===== config.mk =====
export PLATFORM = sky130hd
export DESIGN_NAME = gpio_cfg_serial_loader
export DESIGN_NICKNAME = d
export VERILOG_FILES = /design/src/rtl/gpio_cfg_pkg.sv /design/src/rtl/gpio_cfg_bit_timer.sv /design/src/rtl/gpio_cfg_serial_loader.sv
export SDC_FILE = /design/constraint.sdc
export NUM_CORES = 1
export LEC_CHECK = 0
export CAP_MARGIN = 10
export CORE_ASPECT_RATIO = 0.8
export CORE_MARGIN = 3
export CORE_UTILIZATION = 54
export CTS_BUF_LIST = sky130_fd_sc_hd__clkbuf_8
export CTS_CLUSTER_DIAMETER = 150
export DETAILED_ROUTE_END_ITERATION = 7
export PLACE_DENSITY = 0.75
export SYNTH_ARGS = -nofsm -noshare
export SYNTH_HDL_FRONTEND = slang
export SYNTH_SLANG_ARGS = --single-unit

===== constraint.sdc =====
create_clock -name clock -period 2.3 [get_ports clock]
set_input_delay 0.69 -clock clock [delete_from_list [all_inputs] [get_ports clock]]
set_output_delay 0.69 -clock clock [all_outputs]
set_load 0.02 [all_outputs]

===== src/rtl/gpio_cfg_pkg.sv =====
// Shared definitions for the pad configuration serial loader: default
// geometry, FSM state encoding and common pad mode words.
package gpio_cfg_pkg;

  localparam int NUM_IO_DEFAULT   = 38;
  localparam int CFG_BITS_DEFAULT = 13;
  localparam int CLK_DIV_DEFAULT  = 4;

  typedef enum logic [2:0] {
    ST_IDLE    = 3'd0,
    ST_FETCH_A = 3'd1,
    ST_FETCH_B = 3'd2,
    ST_FETCH_C = 3'd3,
    ST_SHIFT   = 3'd4,
    ST_LOAD    = 3'd5,
    ST_DONE    = 3'd6
  } state_e;

  // Typical pad mode words held in the config store.
  localparam logic [CFG_BITS_DEFAULT-1:0] GPIO_MODE_MGMT_STD_INPUT_NOPULL = 13'h0403;
  localparam logic [CFG_BITS_DEFAULT-1:0] GPIO_MODE_MGMT_STD_OUTPUT       = 13'h1809;
  localparam logic [CFG_BITS_DEFAULT-1:0] GPIO_MODE_USER_STD_OUTPUT       = 13'h1808;

endpackage


===== src/rtl/gpio_cfg_bit_timer.sv =====
// Bit-period timer: one bit is CLK_DIV low cycles followed by CLK_DIV high
// cycles. Strobes are only valid while en is high; the count restarts at 0
// whenever en drops, so each enable window starts on a fresh low phase.
module gpio_cfg_bit_timer #(
  parameter int CLK_DIV = 4
) (
  input  logic clock,
  input  logic resetb,
  input  logic en,
  output logic phase_low_first,
  output logic rise,
  output logic bit_end
);

  localparam int CNT_W = (2 * CLK_DIV > 1) ? $clog2(2 * CLK_DIV) : 1;
  localparam logic [CNT_W-1:0] CNT_RISE = CNT_W'(CLK_DIV - 1);
  localparam logic [CNT_W-1:0] CNT_LAST = CNT_W'(2 * CLK_DIV - 1);

  logic [CNT_W-1:0] cnt_q;
  logic [CNT_W-1:0] cnt_d;

  // Next count: free-run over one bit period while enabled, else park at 0.
  always_comb begin
    cnt_d = cnt_q;
    if (!en) begin
      cnt_d = '0;
    end else if (cnt_q == CNT_LAST) begin
      cnt_d = '0;
    end else begin
      cnt_d = cnt_q + CNT_W'(1);
    end
  end

  // Period counter register.
  always_ff @(posedge clock or negedge resetb) begin
    if (!resetb) begin
      cnt_q <= '0;
    end else begin
      cnt_q <= cnt_d;
    end
  end

  // rise marks the last low cycle (the clock goes high on the next edge);
  // bit_end marks the last high cycle.
  assign phase_low_first = en && (cnt_q == '0);
  assign rise            = en && (cnt_q == CNT_RISE);
  assign bit_end         = en && (cnt_q == CNT_LAST);

endmodule


===== src/rtl/gpio_cfg_serial_loader.sv =====
// Pad configuration sequencer: fetches one word per pad from the config
// store and shifts the pairs into two daisy-chained pad control chains
// (far end first, MSB first), then pulses serial_load to latch every pad.
module gpio_cfg_serial_loader
  import gpio_cfg_pkg::*;
#(
  parameter int NUM_IO   = NUM_IO_DEFAULT,
  parameter int CFG_BITS = CFG_BITS_DEFAULT,
  parameter int CLK_DIV  = CLK_DIV_DEFAULT
) (
  input  logic                      clock,
  input  logic                      resetb,
  input  logic                      start,
  input  logic                      abort,
  output logic [$clog2(NUM_IO)-1:0] cfg_addr,
  input  logic [CFG_BITS-1:0]       cfg_data,
  output logic                      serial_clock,
  output logic                      serial_load,
  output logic                      serial_data_1,
  output logic                      serial_data_2,
  output logic                      busy,
  output logic                      done
);

  localparam int HALF   = NUM_IO / 2;
  localparam int ADDR_W = $clog2(NUM_IO);
  localparam int STEP_W = (HALF > 1) ? $clog2(HALF) : 1;
  localparam int BIT_W  = $clog2(CFG_BITS + 1);

  localparam logic [ADDR_W-1:0] HALF_M1   = ADDR_W'(HALF - 1);
  localparam logic [ADDR_W-1:0] HALF_A    = ADDR_W'(HALF);
  localparam logic [STEP_W-1:0] LAST_STEP = STEP_W'(HALF - 1);
  localparam logic [BIT_W-1:0]  LAST_BIT  = BIT_W'(CFG_BITS);

  state_e              state_q;
  logic [STEP_W-1:0]   step_q;
  logic [BIT_W-1:0]    bit_cnt_q;
  logic [CFG_BITS-1:0] sr_1_q;
  logic [CFG_BITS-1:0] sr_2_q;
  logic [ADDR_W-1:0]   cfg_addr_q;
  logic                serial_clock_q;
  logic                serial_load_q;
  logic                serial_data_1_q;
  logic                serial_data_2_q;
  logic                busy_q;
  logic                done_q;

  logic [STEP_W-1:0] step_inc;
  logic              timer_en;
  logic              phase_low_first;
  logic              rise;
  logic              bit_end;

  assign step_inc = step_q + STEP_W'(1);

  // The timer also paces LOAD: there, rise marks the last of CLK_DIV cycles.
  assign timer_en = (state_q == ST_SHIFT) || (state_q == ST_LOAD);

  gpio_cfg_bit_timer #(
    .CLK_DIV(CLK_DIV)
  ) u_bit_timer (
    .clock          (clock),
    .resetb         (resetb),
    .en             (timer_en),
    .phase_low_first(phase_low_first),
    .rise           (rise),
    .bit_end        (bit_end)
  );

  // Sequencer FSM with all outputs registered; abort outside IDLE returns
  // everything to the reset values on the next edge.
  always_ff @(posedge clock or negedge resetb) begin
    if (!resetb) begin
      state_q         <= ST_IDLE;
      step_q          <= '0;
      bit_cnt_q       <= '0;
      sr_1_q          <= '0;
      sr_2_q          <= '0;
      cfg_addr_q      <= '0;
      serial_clock_q  <= 1'b0;
      serial_load_q   <= 1'b0;
      serial_data_1_q <= 1'b0;
      serial_data_2_q <= 1'b0;
      busy_q          <= 1'b0;
      done_q          <= 1'b0;
    end else if ((state_q != ST_IDLE) && abort) begin
      state_q         <= ST_IDLE;
      step_q          <= '0;
      bit_cnt_q       <= '0;
      sr_1_q          <= '0;
      sr_2_q          <= '0;
      cfg_addr_q      <= '0;
      serial_clock_q  <= 1'b0;
      serial_load_q   <= 1'b0;
      serial_data_1_q <= 1'b0;
      serial_data_2_q <= 1'b0;
      busy_q          <= 1'b0;
      done_q          <= 1'b0;
    end else begin
      case (state_q)
        ST_IDLE: begin
          step_q    <= '0;
          bit_cnt_q <= '0;
          if (start && !abort) begin
            state_q    <= ST_FETCH_A;
            busy_q     <= 1'b1;
            cfg_addr_q <= HALF_M1;
          end
        end
        ST_FETCH_A: begin
          state_q    <= ST_FETCH_B;
          cfg_addr_q <= HALF_A + ADDR_W'(step_q);
        end
        ST_FETCH_B: begin
          state_q <= ST_FETCH_C;
          sr_1_q  <= cfg_data;
        end
        ST_FETCH_C: begin
          // Present both MSBs for the first low cycle and pre-shift.
          state_q         <= ST_SHIFT;
          serial_data_1_q <= sr_1_q[CFG_BITS-1];
          serial_data_2_q <= cfg_data[CFG_BITS-1];
          sr_1_q          <= {sr_1_q[CFG_BITS-2:0], 1'b0};
          sr_2_q          <= {cfg_data[CFG_BITS-2:0], 1'b0};
        end
        ST_SHIFT: begin
          if (phase_low_first) begin
            bit_cnt_q <= bit_cnt_q + BIT_W'(1);
          end
          if (rise) begin
            serial_clock_q <= 1'b1;
          end
          if (bit_end) begin
            serial_clock_q <= 1'b0;
            if (bit_cnt_q == LAST_BIT) begin
              bit_cnt_q <= '0;
              if (step_q == LAST_STEP) begin
                state_q       <= ST_LOAD;
                serial_load_q <= 1'b1;
              end else begin
                state_q    <= ST_FETCH_A;
                step_q     <= step_inc;
                cfg_addr_q <= HALF_M1 - ADDR_W'(step_inc);
              end
            end else begin
              serial_data_1_q <= sr_1_q[CFG_BITS-1];
              serial_data_2_q <= sr_2_q[CFG_BITS-1];
              sr_1_q          <= {sr_1_q[CFG_BITS-2:0], 1'b0};
              sr_2_q          <= {sr_2_q[CFG_BITS-2:0], 1'b0};
            end
          end
        end
        ST_LOAD: begin
          if (rise) begin
            state_q         <= ST_DONE;
            serial_load_q   <= 1'b0;
            done_q          <= 1'b1;
            serial_data_1_q <= 1'b0;
            serial_data_2_q <= 1'b0;
          end
        end
        ST_DONE: begin
          state_q <= ST_IDLE;
          done_q  <= 1'b0;
          busy_q  <= 1'b0;
        end
        default: begin
          state_q <= ST_IDLE;
        end
      endcase
    end
  end

  assign cfg_addr      = cfg_addr_q;
  assign serial_clock  = serial_clock_q;
  assign serial_load   = serial_load_q;
  assign serial_data_1 = serial_data_1_q;
  assign serial_data_2 = serial_data_2_q;
  assign busy          = busy_q;
  assign done          = done_q;

endmodule


# --- After elaboration in Yosys (flattened, before gate mapping) ---
# Index checks and enable logic that the tools add are counted.
op_classes:
  n_shift: 0
  n_mul: 0
  muxes: 56
  order_cmp: 0
  n_eq_ne: 17
  n_addsub: 5
  reduce_logical: 30
  div_mod_pow: 0
  bitwise: 0
op_table:
  columns: ["cell", "count"]
  rows:
  - ["13-bit two-way mux", 6]
  - ["13-bit one-hot mux with 3 select lines", 1]
  - ["6-bit two-way mux", 5]
  - ["13-bit one-hot mux with 2 select lines", 1]
  - ["3-bit two-way mux", 8]
  - ["3-bit nonzero test", 7]
  - ["5-bit two-way mux", 4]
  - ["1-bit two-way mux", 18]
  - ["3-bit one-hot mux with 6 select lines", 1]
  - ["6-bit one-hot mux with 3 select lines", 1]
  - ["4-bit two-way mux", 4]
  - ["3-bit == test, second input constant", 4]
  - ["4-bit AND reduction", 3]
  - ["4-bit nonzero test", 3]
  - ["5-bit one-hot mux with 2 select lines", 1]
  - ["5-bit AND reduction", 2]
  - ["3-bit by 2-bit == test with 1-bit output, second input constant", 3]
  - ["3-bit != test, second input constant", 3]
  - ["4-bit one-hot mux with 2 select lines", 1]
  - ["5-bit by 5-bit adder with 6-bit output, first input constant", 1]
  - ["3-bit zero test", 2]
  - ["3-bit by 1-bit != test with 1-bit output, second input constant", 2]
  - ["3-bit by 2-bit != test with 1-bit output, second input constant", 2]
  - ["1-bit one-hot mux with 2 select lines", 3]
  - ["14 further kinds", 22]
totals:
  inputBits: 17
  ff_bits: 53
  n_memories: 0
  out_inout_bits: 12
  ram_bits: 0
  latch_bits: 0
  rom_bits: 0

# --- Longest topological paths before layout ---
depth:
  word_depth: 8
  depth_mapped: 9
  mapped_depth_nobuf: 7

# --- By module ---
# A second synthesis with hierarchy kept.
hier_totals:
  hier_cells: 363
  hier_area_um2: 3320.7
by_module_without_submodules:
  columns: ["module", "n_inst", "seq_area_each_um2", "area_each_um2", "cells_per_inst"]
  rows:
  - ["gpio_cfg_serial_loader", 1, 1226.2, 3138.0, 347]
  - ["gpio_cfg_bit_timer", 1, 75.1, 182.7, 16]

# --- Worst setup path before layout ---
# No wires, ideal clock.
synth_timing:
  path_kind: "register to register"
  startpoint: "reg step_q[0]"
  endpoint: "reg cfg_addr_q[1], in the netlist cfg_addr[1]"
  synth_period_minus_slack_ns: 2.159
  setup_time_ns: 0.125
  arrival_ns: 2.034
  n_path_buf: 2
  setup_slack_ns: 0.141
  path_stages_with_launch: 9
  cell_sequence: "dfrtp_1 clkbuf_1 inv_1 ha_1 nor4bb_2 or2_1 a211o_1 buf_6 mux2_4"
synth_between:
  elab_chain_cells: 7
  word_cells_on_any_way: 11
synth_lines:
  columns: ["item", "line_no", "rtl"]
  rows:
  - ["start, declared", "gpio_cfg_serial_loader.sv:36", "logic [STEP_W-1:0] step_q;"]
  - ["start signal, assigned", "gpio_cfg_serial_loader.sv:142", "step_q <= step_inc;"]
  - ["5-bit by 1-bit adder with 5-bit output", "gpio_cfg_serial_loader.sv:54", "assign step_inc = step_q + STEP_W'(1);"]
  - ["5-bit by 5-bit subtractor with 6-bit output", "gpio_cfg_serial_loader.sv:143", "cfg_addr_q <= HALF_M1 - ADDR_W'(step_inc);"]
  - ["6-bit two-way mux", "gpio_cfg_serial_loader.sv:137", "if (step_q == LAST_STEP) begin"]
  - ["6-bit two-way mux", "gpio_cfg_serial_loader.sv:135", "if (bit_cnt_q == LAST_BIT) begin"]
  - ["6-bit two-way mux", "gpio_cfg_serial_loader.sv:133", "if (bit_end) begin"]
  - ["6-bit one-hot mux with 3 select lines", "gpio_cfg_serial_loader.sv:100", "case (state_q)"]
  - ["6-bit two-way mux", "gpio_cfg_serial_loader.sv:86", "end else if ((state_q != ST_IDLE) && abort) begin"]
  - ["end signal, assigned", "gpio_cfg_serial_loader.sv:112", "cfg_addr_q <= HALF_A + ADDR_W'(step_q);"]
  - ["end signal, assigned", "gpio_cfg_serial_loader.sv:143", null]
  - ["end, declared", "gpio_cfg_serial_loader.sv:40", "logic [ADDR_W-1:0] cfg_addr_q;"]
# Parallel ways exist; a longest one is shown, timed or not. The select of a mux whose other input is x is not followed.
# A chain may end at the register's enable or synchronous reset.

# --- Worst setup path in the final report ---
layout_timing:
  startpoint: "reg step_q[0]"
  endpoint: "reg cfg_addr_q[5], in the netlist cfg_addr[5]"
# Same word-level chain as after synthesis.

==> results.md <==
- Initial Utilization: 57.2%
- Vias/cell: 5.79
- TritonCTS clock tree: built
- Clock transition at path regs: 0.10 ns
- Clock share of power: 21.0%
- Die area: 6840 sq um
- Crit path depth: 8
- Routed Antenna Nets: 0
- Slew Viols, Final: 0
- Starting DRT DRC Count: 153
- Skew-Pair Late Insertion Delay: 0.31 ns
- Top_reg_cell synth: dfrtp_1
- Clock buffer depth: 2
- Critical Path, Cell by Cell: inv_1 > ha_1 > nor4bb_2 > buf_4 > or2_1 > a211o_1 > buf_4 > a22o_1
- Reg power frac: 42.8%
- CTS sink cnt: 52
- Part of the Yosys area used for sequential elements: 41.0%
- Leakage power: 1.62 nW
- Crit end category: register
- Yosys reg bits: 52
- Total power: 3.09 mW
- Antenna violations before repair: 0
- Number of synthesized flops with an enable pin: 0
- Combinational family with the most area after synthesis: compound AO/OA/AOI/OAI gates
- Die W: 91.7 microns
- Tmin final: 2.04 ns
- Final Hold Viols: 0
- Max H-tree Level: 2
- Post-DP HPWL: 4.88 mm
- Synthesis-to-layout area growth: 17.6%
- Int Pwr: 2.01 mW
- Sw Ratio: 35.1%
- Met3 wire len: 376 microns
- Worst Path Buf+Inv: 3
- CTS Root Cell: clkbuf_8
- Core area: 5560 sq um
- Reg-to-reg setup timing slack: 0.26 ns
- Highest Signal Layer: met4
- Global-route wire length before repair: 11.7 mm
- Crit path max-delay family: compound AO/OA/AOI/OAI gates
- Crit Reg-Reg Endpoint: cfg_addr[5]
- DRT Pass-1 Iters: 4
- Startpoint types: register
- Maximum capacitance violations: 0
- Post-Synth Simple-Gate Area: 16.7%
- Post-layout util: 67.2%
- # nets final: 389
- Vias in the first global route: 2,436
- Critical path class: register to register
- Met1 wire length: 3.34 mm
- Status: complete, no violations
- Finish-stage setup viols: 0
- Io pins: 29
- Crit path DAT: 2.25 ns
- Comb pwr share: 36.2%
- Hold Path Class: input port to async pin
- Inserted Diodes: 0
- FP Rows: 24
- Synth warnings: 0
- Synth Area in XOR/XNOR: 2.76%
- P per Cell Area: 828 nW/um^2
- Total grt overflow: 0
- Post-Synthesis Cells: 327
- DR DRC count: 0
- Compound-cell area share of the yosys netlist: 21.5%
- Switching Power: 1.08 mW
- Max Fclk: 490 MHz
- RePlAce Congestion: 0.944
- DRT Wirelength: 6.83 mm
- Skew final: 0.0113 ns
- Port bufs: 28
- Maximum vdd drop: 0.000767 V
- Worst-path fanout max: 8
- Total global-route track usage: 21.2%
- Adder-cell share of the synthesized area: 3.94%
- CTS resizes: 0
- DR vias: 2,552
- TritonCTS Buffers: 5
- Critical Path Slowest Stage Cell: dfrtp_1
- RSZ-0062 raised after global routing: false
- Fin crit share: 88.7%
- Mapped Area: 3180 sq um
- Hold buffer count at cts: 0
- Die Ht: 74.6 microns
- Synth unique cells: 57
- Post-CTS Setup Repair Bufs: 0
- Share of cells above drive strength 1: 14.6%
- CP required: 2.51 ns
- Asr flop ratio synth: 100%
- Slew headroom: 61.9%
- Worst-Margin Slew: 0.568 ns
- DR WL met2: 3.01 mm
- Mux contribution to synthesized area: 8.08%
- Largest net degree at the start of global routing: 35
- Worst Reg-to-Reg Cells: 8
- Worst r2r src: step_q[0]
- Max incr delay on CP: 0.36 ns
- Avg Cell Area, Syn: 9.71 sq um
- Post-synth net total: 354
- DR WL/cell: 15.5 microns
- Crit path top cell by count: buf_4
==> how the worst max path moves through the flow <==
stage | startpoint | endpoint
CTS | step_q[0] | cfg_addr[4]
finish | step_q[0] | cfg_addr[5]
detailed placement | abort | cfg_addr[1]
global route | step_q[0] | step_q[3]
floorplan | step_q[0] | cfg_addr[1]
global placement | abort | cfg_addr[1]
==> routing by layer <==
layer,vias up,GRT usage [%]
li1,1247,-
met1,1209,31.0
met2,87,32.3
met3,9,3.74
met4,0,7.08
met5,-,0
==> power groups by stage <==
stage	Clock (mW)	Combinational, mW	Sequential [mW]
after floorplan	0	0.714	1.38
after global placement	0	1.09	1.33
after detailed placement	0	1.12	1.34
after CTS	0.673	1.12	1.32
after global routing	0.699	1.24	1.35
final	0.649	1.12	1.32
==> sequential cells by signal, indices dropped and copies added, names as in the netlist <==
name and flops:
sr_1_q 13, sr_2_q 12, cfg_addr 6, step_q 5
bit_cnt_q 4, state_q 3, u_bit_timer.cnt_q 3, busy 1
done 1, serial_clock 1, serial_data_1 1, serial_data_2 1
serial_load 1
==> cells in the mapped netlist (3+ instances only) <==
master,number,share of area (%)
clkbuf_1,8,0.95
nor2b_1,5,0.99
buf_6,3,1.1
a21oi_1,11,1.7
buf_2,6,0.95
a2111oi_0,3,0.83
nand3_1,4,0.63
nor3_1,4,0.63
ha_1,10,3.9
xor2_1,6,1.7
nand2_1,43,5.1
dfrtp_1,52,41
mux2i_1,23,7.2
inv_1,11,1.3
xnor2_1,4,1.1
a22o_1,5,1.4
o21ai_0,27,4.3
buf_4,5,1.2
nor2_1,17,2.0
o31ai_1,29,6.9
==> cells in the final DEF (no fill, tap or decap), drive strengths merged, types with 2 or more instances in the layout <==
cell type,n
dfrtp,52
nand2,44
o31ai,30
o21ai,27
clkdlybuf4s50,27
buf,24
mux2i,23
nor2,19
a21oi,13
inv,12
ha,10
xor2,6
nor2b,5
a22o,5
clkbuf,5
nor3,4
nand3,4
xnor2,4
a2111oi,4
or2,3
nand3b,3
nand2b,2
and3,2
nand4,2
o41ai,2
nor3b,2
a22oi,2
a31oi,2
or3,2
o21a,2
o22ai,2
nor4,2
mux2,2
==> final cells by class <==
| class | instances | area, sq um |
|---|---|---|
| multi-input cells | 241 | 1680 |
| clock inverters | 3 | 46.3 |
| inverters | 11 | 41.3 |
| well taps | 78 | 97.6 |
| fillers | 431 | 1820 |
| clock buffers | 5 | 68.8 |
| repair buffers | 51 | 498 |
| flip-flops and latches | 52 | 1300 |
==> per-stage QoR <==
step	setup TNS [ns]	area, sq um	hold slack, ns	cells	worst slack, ns
5_1_grt	0	3730	0.345	441	0.111
2_1_floorplan	0	3180	0.394	327	0.141
3_3_place_gp	0	3620	0.450	433	0.0358
6_report	0	3730	0.323	441	0.260
4_1_cts	0	3730	0.336	441	0.257
3_5_place_dp	-0.00380	3620	0.462	433	-0.00380
==> cell families (layout without fill, tap and decap cells) <==
family | after synthesis | count (layout)
and+or+nand+nor | 100 | 100
AOI/OAI and AO/OA | 96 | 96
DFF | 52 | 52
buffers and inverters | 34 | 70
muxes | 25 | 25
adders and majority gates | 10 | 10
xor gates and xnor gates | 10 | 10
Note: power is estimated with default switching activity, not from simulation.
